==> src/rtl/merge_pkg.sv <==
// Shared constants, FSM state type and load payload for the two-list merge controller.
package merge_pkg;

    localparam int unsigned DW    = 8;
    localparam int unsigned AW    = 4;
    localparam int unsigned DEPTH = 2 ** AW;

    typedef enum logic [1:0] {
        IDLE,
        LOAD,
        MERGE,
        DONE
    } state_t;

    typedef struct packed {
        logic [DW-1:0] a;
        logic [DW-1:0] b;
    } pair_t;

endpackage

==> src/rtl/merge_ctrl_if.sv <==
// Control, load, memory-port and merged-output signals of merge_ctrl.
// The master modport is the controller's view; slave is the surrounding environment.
interface merge_ctrl_if;

    logic                        start;
    logic                        in_valid;
    logic [merge_pkg::DW-1:0]    in_a;
    logic [merge_pkg::DW-1:0]    in_b;
    logic [merge_pkg::DW-1:0]    i1;
    logic [merge_pkg::DW-1:0]    i2;
    logic [merge_pkg::AW-1:0]    cnt1;
    logic [merge_pkg::AW-1:0]    cnt2;
    logic                        wr_en;
    logic [merge_pkg::DW-1:0]    r1;
    logic [merge_pkg::DW-1:0]    r2;
    logic                        out_valid;
    logic                        out_ready;
    logic [merge_pkg::DW-1:0]    out_data;
    logic                        busy;
    logic                        done;

    modport master (
        input  start, in_valid, in_a, in_b, r1, r2, out_ready,
        output i1, i2, cnt1, cnt2, wr_en, out_valid, out_data, busy, done
    );

    modport slave (
        output start, in_valid, in_a, in_b, r1, r2, out_ready,
        input  i1, i2, cnt1, cnt2, wr_en, out_valid, out_data, busy, done
    );

endinterface

==> src/rtl/merge_ctrl_list_ptr.sv <==
// Read pointer for one list: advances on request, wraps at DEPTH-1 and latches a sticky exhaust flag.
module list_ptr
    import merge_pkg::*;
(
    input  logic          clk,
    input  logic          reset,
    input  logic          clear,
    input  logic          advance,
    output logic [AW-1:0] ptr,
    output logic          exhausted
);

    always_ff @(posedge clk or posedge reset) begin
        if (reset) begin
            ptr       <= '0;
            exhausted <= 1'b0;
        end else if (clear) begin
            ptr       <= '0;
            exhausted <= 1'b0;
        end else if (advance) begin
            ptr <= ptr + AW'(1);
            if (ptr == AW'(DEPTH - 1)) begin
                exhausted <= 1'b1;
            end
        end
    end

endmodule

==> src/rtl/merge_ctrl.sv <==
// Loads two sorted index lists into the index memories, then merges them into one ascending stream.
// Optional MERGE_DEDUP_EN: equal heads of two live lists are emitted once, consuming both.
module merge_ctrl
    import merge_pkg::*;
(
    input  logic         clk,
    input  logic         reset,
    merge_ctrl_if.master bus
);

    localparam int unsigned LCW = AW + 1;

    state_t         state;
    state_t         state_nx;
    logic [LCW-1:0] lc;
    logic [AW-1:0]  waddr;
    pair_t          wdata;
    logic           wr_en_q;
    logic           busy_q;
    logic           done_q;

    logic           clr;
    logic           load_take;
    logic           sel1;
    logic           sel2;
    logic           adv1;
    logic           adv2;
    logic           valid_c;
    logic           fin1;
    logic           fin2;
    logic [AW-1:0]  p1;
    logic [AW-1:0]  p2;
    logic           e1;
    logic           e2;

    list_ptr u_ptr1 (
        .clk      (clk),
        .reset    (reset),
        .clear    (clr),
        .advance  (adv1),
        .ptr      (p1),
        .exhausted(e1)
    );

    list_ptr u_ptr2 (
        .clk      (clk),
        .reset    (reset),
        .clear    (clr),
        .advance  (adv2),
        .ptr      (p2),
        .exhausted(e2)
    );

    always_ff @(posedge clk or posedge reset) begin
        if (reset) begin
            state <= IDLE;
        end else begin
            state <= state_nx;
        end
    end

    // Next state, head selection and pointer advance
    always_comb begin
        state_nx  = state;
        clr       = 1'b0;
        load_take = 1'b0;
        sel1      = 1'b0;
        sel2      = 1'b0;
        adv1      = 1'b0;
        adv2      = 1'b0;
        valid_c   = 1'b0;
        fin1      = 1'b0;
        fin2      = 1'b0;
        case (state)
            IDLE: begin
                if (bus.start) begin
                    state_nx = LOAD;
                    clr      = 1'b1;
                end
            end
            LOAD: begin
                // lc reaching DEPTH marks the cycle in which the last pair is written
                load_take = bus.in_valid && !lc[AW];
                if (lc[AW]) begin
                    state_nx = MERGE;
                end
            end
            MERGE: begin
                if (e1 && e2) begin
                    state_nx = DONE;
                end else begin
                    valid_c = 1'b1;
                    if (e1) begin
                        sel2 = 1'b1;
                    end else if (e2) begin
                        sel1 = 1'b1;
`ifdef MERGE_DEDUP_EN
                    end else if (bus.r1 == bus.r2) begin
                        sel1 = 1'b1;
                        sel2 = 1'b1;
`endif
                    end else if (bus.r1 <= bus.r2) begin
                        sel1 = 1'b1;
                    end else begin
                        sel2 = 1'b1;
                    end
                    adv1 = sel1 && bus.out_ready;
                    adv2 = sel2 && bus.out_ready;
                    fin1 = e1 || (adv1 && (p1 == AW'(DEPTH - 1)));
                    fin2 = e2 || (adv2 && (p2 == AW'(DEPTH - 1)));
                    if (fin1 && fin2) begin
                        state_nx = DONE;
                    end
                end
            end
            DONE: begin
                state_nx = IDLE;
            end
            default: begin
                state_nx = IDLE;
            end
        endcase
    end

    // Load counter, write-port registers and status flags
    always_ff @(posedge clk or posedge reset) begin
        if (reset) begin
            lc      <= '0;
            waddr   <= '0;
            wdata   <= '0;
            wr_en_q <= 1'b0;
            busy_q  <= 1'b0;
            done_q  <= 1'b0;
        end else begin
            wr_en_q <= load_take;
            busy_q  <= (state_nx != IDLE);
            done_q  <= (state_nx == DONE);
            if (clr) begin
                lc <= '0;
            end else if (load_take) begin
                lc      <= lc + LCW'(1);
                waddr   <= lc[AW-1:0];
                wdata.a <= bus.in_a;
                wdata.b <= bus.in_b;
            end
        end
    end

    assign bus.i1        = wdata.a;
    assign bus.i2        = wdata.b;
    assign bus.wr_en     = wr_en_q;
    assign bus.cnt1      = (state == MERGE) ? p1 : waddr;
    assign bus.cnt2      = (state == MERGE) ? p2 : waddr;
    assign bus.out_valid = valid_c;
    assign bus.out_data  = !valid_c ? '0 : (sel1 ? bus.r1 : bus.r2);
    assign bus.busy      = busy_q;
    assign bus.done      = done_q;

endmodule
==> src/flat_wrapper.sv <==
// flat-port wrapper written by rule: the top's interface ports become plain ports
module merge_ctrl_flat import merge_pkg::*;
  (clk, reset, bus_start, bus_in_valid, bus_in_a, bus_in_b, bus_r1, bus_r2, bus_out_ready, bus_i1, bus_i2, bus_cnt1, bus_cnt2, bus_wr_en, bus_out_valid, bus_out_data, bus_busy, bus_done);
  merge_ctrl_if bus_i ();
  input  logic clk;
  input  logic reset;
  input wire logic [$bits(bus_i.start)-1:0] bus_start;
  input wire logic [$bits(bus_i.in_valid)-1:0] bus_in_valid;
  input wire logic [$bits(bus_i.in_a)-1:0] bus_in_a;
  input wire logic [$bits(bus_i.in_b)-1:0] bus_in_b;
  input wire logic [$bits(bus_i.r1)-1:0] bus_r1;
  input wire logic [$bits(bus_i.r2)-1:0] bus_r2;
  input wire logic [$bits(bus_i.out_ready)-1:0] bus_out_ready;
  output wire logic [$bits(bus_i.i1)-1:0] bus_i1;
  output wire logic [$bits(bus_i.i2)-1:0] bus_i2;
  output wire logic [$bits(bus_i.cnt1)-1:0] bus_cnt1;
  output wire logic [$bits(bus_i.cnt2)-1:0] bus_cnt2;
  output wire logic [$bits(bus_i.wr_en)-1:0] bus_wr_en;
  output wire logic [$bits(bus_i.out_valid)-1:0] bus_out_valid;
  output wire logic [$bits(bus_i.out_data)-1:0] bus_out_data;
  output wire logic [$bits(bus_i.busy)-1:0] bus_busy;
  output wire logic [$bits(bus_i.done)-1:0] bus_done;
  assign bus_i.start = bus_start;
  assign bus_i.in_valid = bus_in_valid;
  assign bus_i.in_a = bus_in_a;
  assign bus_i.in_b = bus_in_b;
  assign bus_i.r1 = bus_r1;
  assign bus_i.r2 = bus_r2;
  assign bus_i.out_ready = bus_out_ready;
  assign bus_i1 = bus_i.i1;
  assign bus_i2 = bus_i.i2;
  assign bus_cnt1 = bus_i.cnt1;
  assign bus_cnt2 = bus_i.cnt2;
  assign bus_wr_en = bus_i.wr_en;
  assign bus_out_valid = bus_i.out_valid;
  assign bus_out_data = bus_i.out_data;
  assign bus_busy = bus_i.busy;
  assign bus_done = bus_i.done;
  merge_ctrl u_core (.clk(clk), .reset(reset), .bus(bus_i));
endmodule
==> config.mk <==
export PLATFORM = sky130hd
export DESIGN_NAME = merge_ctrl_flat
export DESIGN_NICKNAME = d
export VERILOG_FILES = /design/src/rtl/merge_pkg.sv /design/src/rtl/merge_ctrl_if.sv /design/src/rtl/merge_ctrl_list_ptr.sv /design/src/rtl/merge_ctrl.sv /design/src/flat_wrapper.sv
export SDC_FILE = /design/constraint.sdc
export NUM_CORES = 1
export LEC_CHECK = 0
export BUFFER_PORTS_ARGS = -buffer_cell sky130_fd_sc_hd__buf_2
export CAP_MARGIN = 25
export CORE_AREA = 2 2 72 74
export CTS_BUF_LIST = sky130_fd_sc_hd__clkbuf_8
export DETAILED_ROUTE_END_ITERATION = 10
export DIE_AREA = 0 0 74 76
export PLACE_DENSITY = 0.81
export SYNTH_ARGS = -nofsm -noshare
export SYNTH_HDL_FRONTEND = slang
export SYNTH_SLANG_ARGS = --single-unit
==> constraint.sdc <==
create_clock -name clk -period 3.05 [get_ports clk]
set_clock_uncertainty 0.05 [all_clocks]
set_input_delay 0.61 -clock clk [delete_from_list [all_inputs] [get_ports clk]]
set_output_delay 0.61 -clock clk [all_outputs]
set_load 0.005 [all_outputs]
======== After elaboration in Yosys (flattened, before gate mapping) ========
Cells that the tools add are included.
Widths: inputs -> output; s select.
storage, ports and cells
  output and inout bits ................... 36
  input port bits ......................... 37
  register bits ........................... 40
  logic and storage cells ................. 85
operators by class
  muxes and demuxes ....................... 42
  magnitude comparators ................... 1
  bitwise logic cells ..................... 1
  $add $sub $neg .......................... 3
  reductions and logical operators ........ 20
  eq/ne operators ......................... 6
operator list
  operator             count
  $mux 1               27
  $mux 4               6
  $mux 8               2
  $reduce_bool 2->1    6
  $mux 5               2
  $add 4x1->4 const B  2
  $eq 4x4->1 const B   2
  $le 8x8->1           1
  $mux 2               4
  $pmux 2 s4           1
  $logic_and 1x1->1    7
  $eq 2x2->1 const B   3
  $reduce_and 2->1     3
  $add 5x1->5 const B  1
  $eq 2x1->1 const B   1
  $logic_not 2->1      1
  $logic_or 1x1->1     2
  $logic_not 1->1      1
  $not 1->1            1

======== Logic depth before layout (Yosys ltp) ========
  depth after elaboration ................. 14
  gate-level depth with buffers ........... 10
  depth with buffers taken out ............ 8

======== Cells and area by module ========
A second synthesis with hierarchy kept.
second synthesis, totals
  cell total of the unflattened synthesis .. 211
  area total of the unflattened synthesis .. 2,177.1 sq um
by module, submodules not included
  module      cells an instance  seq. area each (sq um)  area each (sq um)  instances
  merge_ctrl  169                750.7                   1,679.1            1
  list_ptr    21                 125.1                   249.0              2

======== Worst setup path before layout ========
No wires, ideal clock.
  path type ............................... input port to output port
  from .................................... input bus_r2[1]
  to ...................................... output bus_out_data[1]
  cell stages on the path ................. 10
  path slack .............................. 0.222 ns
  path buffers ............................ 2
  data required time ...................... 2.390 ns
  data arrival time ....................... 2.168 ns
  path through ............................ inv_1 -> ha_1 -> nor2b_2 -> o211ai_2 -> a311oi_4 -> a21o_2 -> buf_2 -> buf_4 -> nand2_1 -> o311a_1
between the ends
  longest elaborated chain between the ends .. 10
ends and longest elaborated chain
  item                     RTL line            RTL
  start, declared          flat_wrapper.sv:12  input wire logic [$bits(bus_i.r2)-1:0] bus_r2;
  $le 8x8->1               merge_ctrl.sv:102   end else if (bus.r1 <= bus.r2) begin
  $mux 1                   merge_ctrl.sv:102
  $mux 1                   merge_ctrl.sv:95    end else if (e2) begin
  $mux 1                   merge_ctrl.sv:93    if (e1) begin
  $mux 1                   merge_ctrl.sv:89    if (e1 && e2) begin
  $mux 1                   merge_ctrl.sv:74    case (state)
  $mux 1                   merge_ctrl.sv:89
  $mux 1                   merge_ctrl.sv:74
  $mux 8 (*) (2 in a row)  merge_ctrl.sv:155   assign bus.out_data = !valid_c ? '0 : (sel1 ? bus.r1 : bus.r2);
  end, declared            flat_wrapper.sv:20  output wire logic [$bits(bus_i.out_data)-1:0] bus_out_data;
Every way passes the cells marked *; elsewhere a longest branch is shown, timed or not. The select of a mux whose other input is x is not followed.

======== Worst setup path in the final report ========
  from .................................... input bus_r2[7]
  to ...................................... output bus_out_data[2]
between the ends
  longest elaborated chain between the ends .. 10
ends and longest elaborated chain
  item                 RTL line
  $le 8x8->1           merge_ctrl.sv:102
  $mux 1               merge_ctrl.sv:102
  $mux 1               merge_ctrl.sv:95
  $mux 1               merge_ctrl.sv:93
  $mux 1               merge_ctrl.sv:89
  $mux 1               merge_ctrl.sv:74
  $mux 1               merge_ctrl.sv:89
  $mux 1               merge_ctrl.sv:74
  $mux 8 (2 in a row)  merge_ctrl.sv:155
No other way between the ends. The select of a mux whose other input is x is not followed.

==> results.yml <==
critical_path:
  critPathLaunchType: "input port"
  critPathSlowestCell: "a21o_2"
  crit_chain: "buf_2, inv_1, ha_1, a21oi_1, o21a_1, a311oi_4, a21o_2, o311a_1, buf_2"
  required_ns: 2.39
  crit_type: "in2out"
  critPathMaxStageDelay_ns: 0.34
  critPathMostFrequentCell: "buf_2"
  cp-end-kind: "output port"
  cp.arrival_ns: 2.30
  worstPathMaxFanout: 17
floorplan:
  row_count: 26
  die_w_um: 74
  io_pins: 73
  start_util: 0.432
  die_y_um: 76
  die_area_um2: 5620
  coreArea_um2: 4910
outcome:
  status: "complete, no violations"
clock_tree:
  clockRootBuffer: "clkbuf_8"
  ctsHoldBuffers: 0
  cts_sinks: 40
  htreeDepth: 2
  postCtsSetupRepairBufs: 0
  cts_buffers: 5
  clk_pin_slew_worst_paths_ns: 0.08
  cts_tree: "done"
  clkLatencyLatePin_ns: 0.29
  postCtsResizedCells: 0
  clock_path_buffers: 2
sta:
  fmax_mhz: 338
  fin_crit_sh: 0.970
  tightestPinTransition_ns: 0.523
  period_needed_ns: 2.96
  drv_slew: 0
  rsz0062_at_grt: "no"
  setup_viol: 0
  tns_ns: 0
  hold_viol_final: 0
  relSlewSlack: 0.651
  setup_ws_ns: 0.0912
drt:
  firstDrtPassIters: 4
  wl_per_cell_um: 13.1
  drc_errors: 0
  ant_nets: 0
  wirelength_um: 4570
  routed-via-count: 1756
  vias_per_cell: 5.02
  first_iter_violations: 114
power:
  p_int_mw: 1.30
  p_sw_mw: 0.599
  ir_drop_mv: 0.317
  clkPwrFrac: 0.226
  pwr-share-seq: 0.428
  powerDensity_nw_per_um2: 704
  switching_share: 0.316
  leakagePower_nw: 1.35
  p_comb_frac: 0.346
placed_design:
  place_congestion: 0.840
  port-buffer-count: 72
  dp_hpwl_um: 3410
  preCtsSetupSlack_ns: 0.112
finish:
  nNetsFinal: 327
  drive_gt1_frac: 0.414
  final_util: 0.548
  fillerInstances: 408
  syn_to_final_growth_pct: 26.8
  final_cell_mix: "buf_2 (72), dfrtp_1 (40), nand2_1 (36), mux2_2 (20), inv_1 (12)"
  n_antenna_cell: 0
  final_common_cell: "buf_2"
job:
  maxCapViolations: 0
global_route:
  gr-usage-all-layers: 0.171
  grt_pass1_wl_um: 7670
  grt_max_degree: 41
  grt-ovfl-total: 0
  first_global_vias: 1662
  antenna_found_initial: 0
logic_synthesis:
  ys_ff_latch: 40
  syn_area_per_cell_um2: 10.5
  synth_nets: 250
  yosysSeqAreaShare: 0.471
  synthCells: 202
  ys_types: 39
  yosysWarnings: 0
  synthesis.area_um2: 2120
worst_hold_path:
  hp-class: "in2async"
kinds of logic (layout without fill, tap and decap cells):
group	after synthesis	in the layout	synth area share
AO/OA/AOI/OAI	36	36	0.140
XOR/XNOR	4	4	0.0165
adder cells (fa/ha/maj)	11	11	0.0648
multiplexers	22	22	0.116
buffers and inverters	21	99	0.0412
AND/OR/NAND/NOR	68	68	0.151
flip-flops	40	40	0.471
worst paths after layout:
path | startpoint | endpoint | slack (ns) | depth (start not counted)
setup / recovery | bus_r2[7] | bus_out_data[2] | 0.09 | 9
hold / removal | reset | u_core.bus.i2[6] | 0.38 | 3
setup reg to reg | u_core.state[0] | u_core.u_ptr2.ptr[3] | 0.86 | 6
hold reg to reg | u_core.bus.i1[5] | u_core.bus.i1[5] | 0.45 | 1
max in group asynchronous | reset | u_core.u_ptr1.exhausted | 2.24 | 3
min in group clk | u_core.bus.i1[5] | u_core.bus.i1[5] | 0.45 | 1
power by group through the flow:
| stage | clock (mW) | sequential, mW | combinational (mW) |
|---|---|---|---|
| 2_1_floorplan | 0 | 0.819 | 0.375 |
| 3_3_place_gp | 0 | 0.808 | 0.638 |
| 3_5_place_dp | 0 | 0.822 | 0.663 |
| 4_1_cts | 0.434 | 0.812 | 0.665 |
| 5_1_grt | 0.454 | 0.837 | 0.727 |
| 6_report | 0.429 | 0.811 | 0.655 |
synthesized netlist by cell type (all sizes together):
| cell | n | share of area |
|---|---|---|
| o211ai | 1 | 0.0059 |
| nand2b | 2 | 0.0059 |
| a211oi | 1 | 0.0035 |
| or3 | 2 | 0.0065 |
| nor2 | 9 | 0.016 |
| nor2b | 2 | 0.0071 |
| a21o | 1 | 0.0041 |
| and2 | 1 | 0.0029 |
| xor2 | 2 | 0.0083 |
| nand2 | 36 | 0.064 |
| or4 | 2 | 0.0071 |
| dfrtp | 40 | 0.47 |
| a21oi | 12 | 0.030 |
| nand3b | 1 | 0.0035 |
| a22oi | 1 | 0.0035 |
| a311oi | 1 | 0.012 |
| a2111oi | 1 | 0.013 |
| nor3b | 2 | 0.0071 |
| o311a | 7 | 0.033 |
| nor3 | 2 | 0.0047 |
| buf | 5 | 0.013 |
| nand3 | 2 | 0.0047 |
| mux2 | 20 | 0.11 |
| nand4 | 6 | 0.018 |
| o21a | 1 | 0.0035 |
| o21ai | 5 | 0.012 |
| or3b | 1 | 0.0041 |
| clkbuf | 4 | 0.0071 |
| mux2i | 2 | 0.0094 |
| a41oi | 1 | 0.0041 |
| inv | 12 | 0.021 |
| xnor2 | 2 | 0.0083 |
| o31ai | 3 | 0.011 |
| a31o | 1 | 0.0041 |
| ha | 11 | 0.065 |
worst max-delay path: cells and delay by family:
family	cells	cell delay, ns
AO/OA/AOI/OAI	5	1.11
adder cells (fa/ha/maj)	1	0.32
buffers and inverters	3	0.24
flip-flops by register name, indices dropped and copies added, names as in the netlist, 2 cells and up:
register / count
u_core.lc: 5
u_core.bus.i1: 8
u_core.u_ptr2.ptr: 4
u_core.waddr: 4
u_core.state: 2
u_core.u_ptr1.ptr: 4
u_core.bus.i2: 8
final cells by class:
cell class / count / area (um2) / area share
sequential: 40 / 1000 / 0.372
tap: 70 / 87.6 / 0.0325
timing repair buffer: 79 / 413 / 0.153
clock inverter: 3 / 42.5 / 0.0158
multi-input combinational: 141 / 1030 / 0.384
inverter: 12 / 45.0 / 0.0167
clock buffer: 5 / 68.8 / 0.0256
routing by layer:
metal  part of all wire  wire length, um  global-route usage
met1               0.43             1970               0.224
met2               0.51             2330               0.275
met3              0.039              176              0.0331
met4              0.020               90              0.0691
met5                  0                0                   0
through the flow:
step / power [mW] / hold slack (ns) / cells / instance area, um2
global placement: 1.45 / 0.433 / 342 / 2580
global route: 2.02 / 0.420 / 350 / 2690
floorplan: 1.19 / 0.417 / 202 / 2120
CTS: 1.91 / 0.392 / 350 / 2690
finish: 1.90 / 0.376 / 350 / 2690
detailed placement: 1.48 / 0.440 / 342 / 2580
Power figures use the tool's default switching activity.
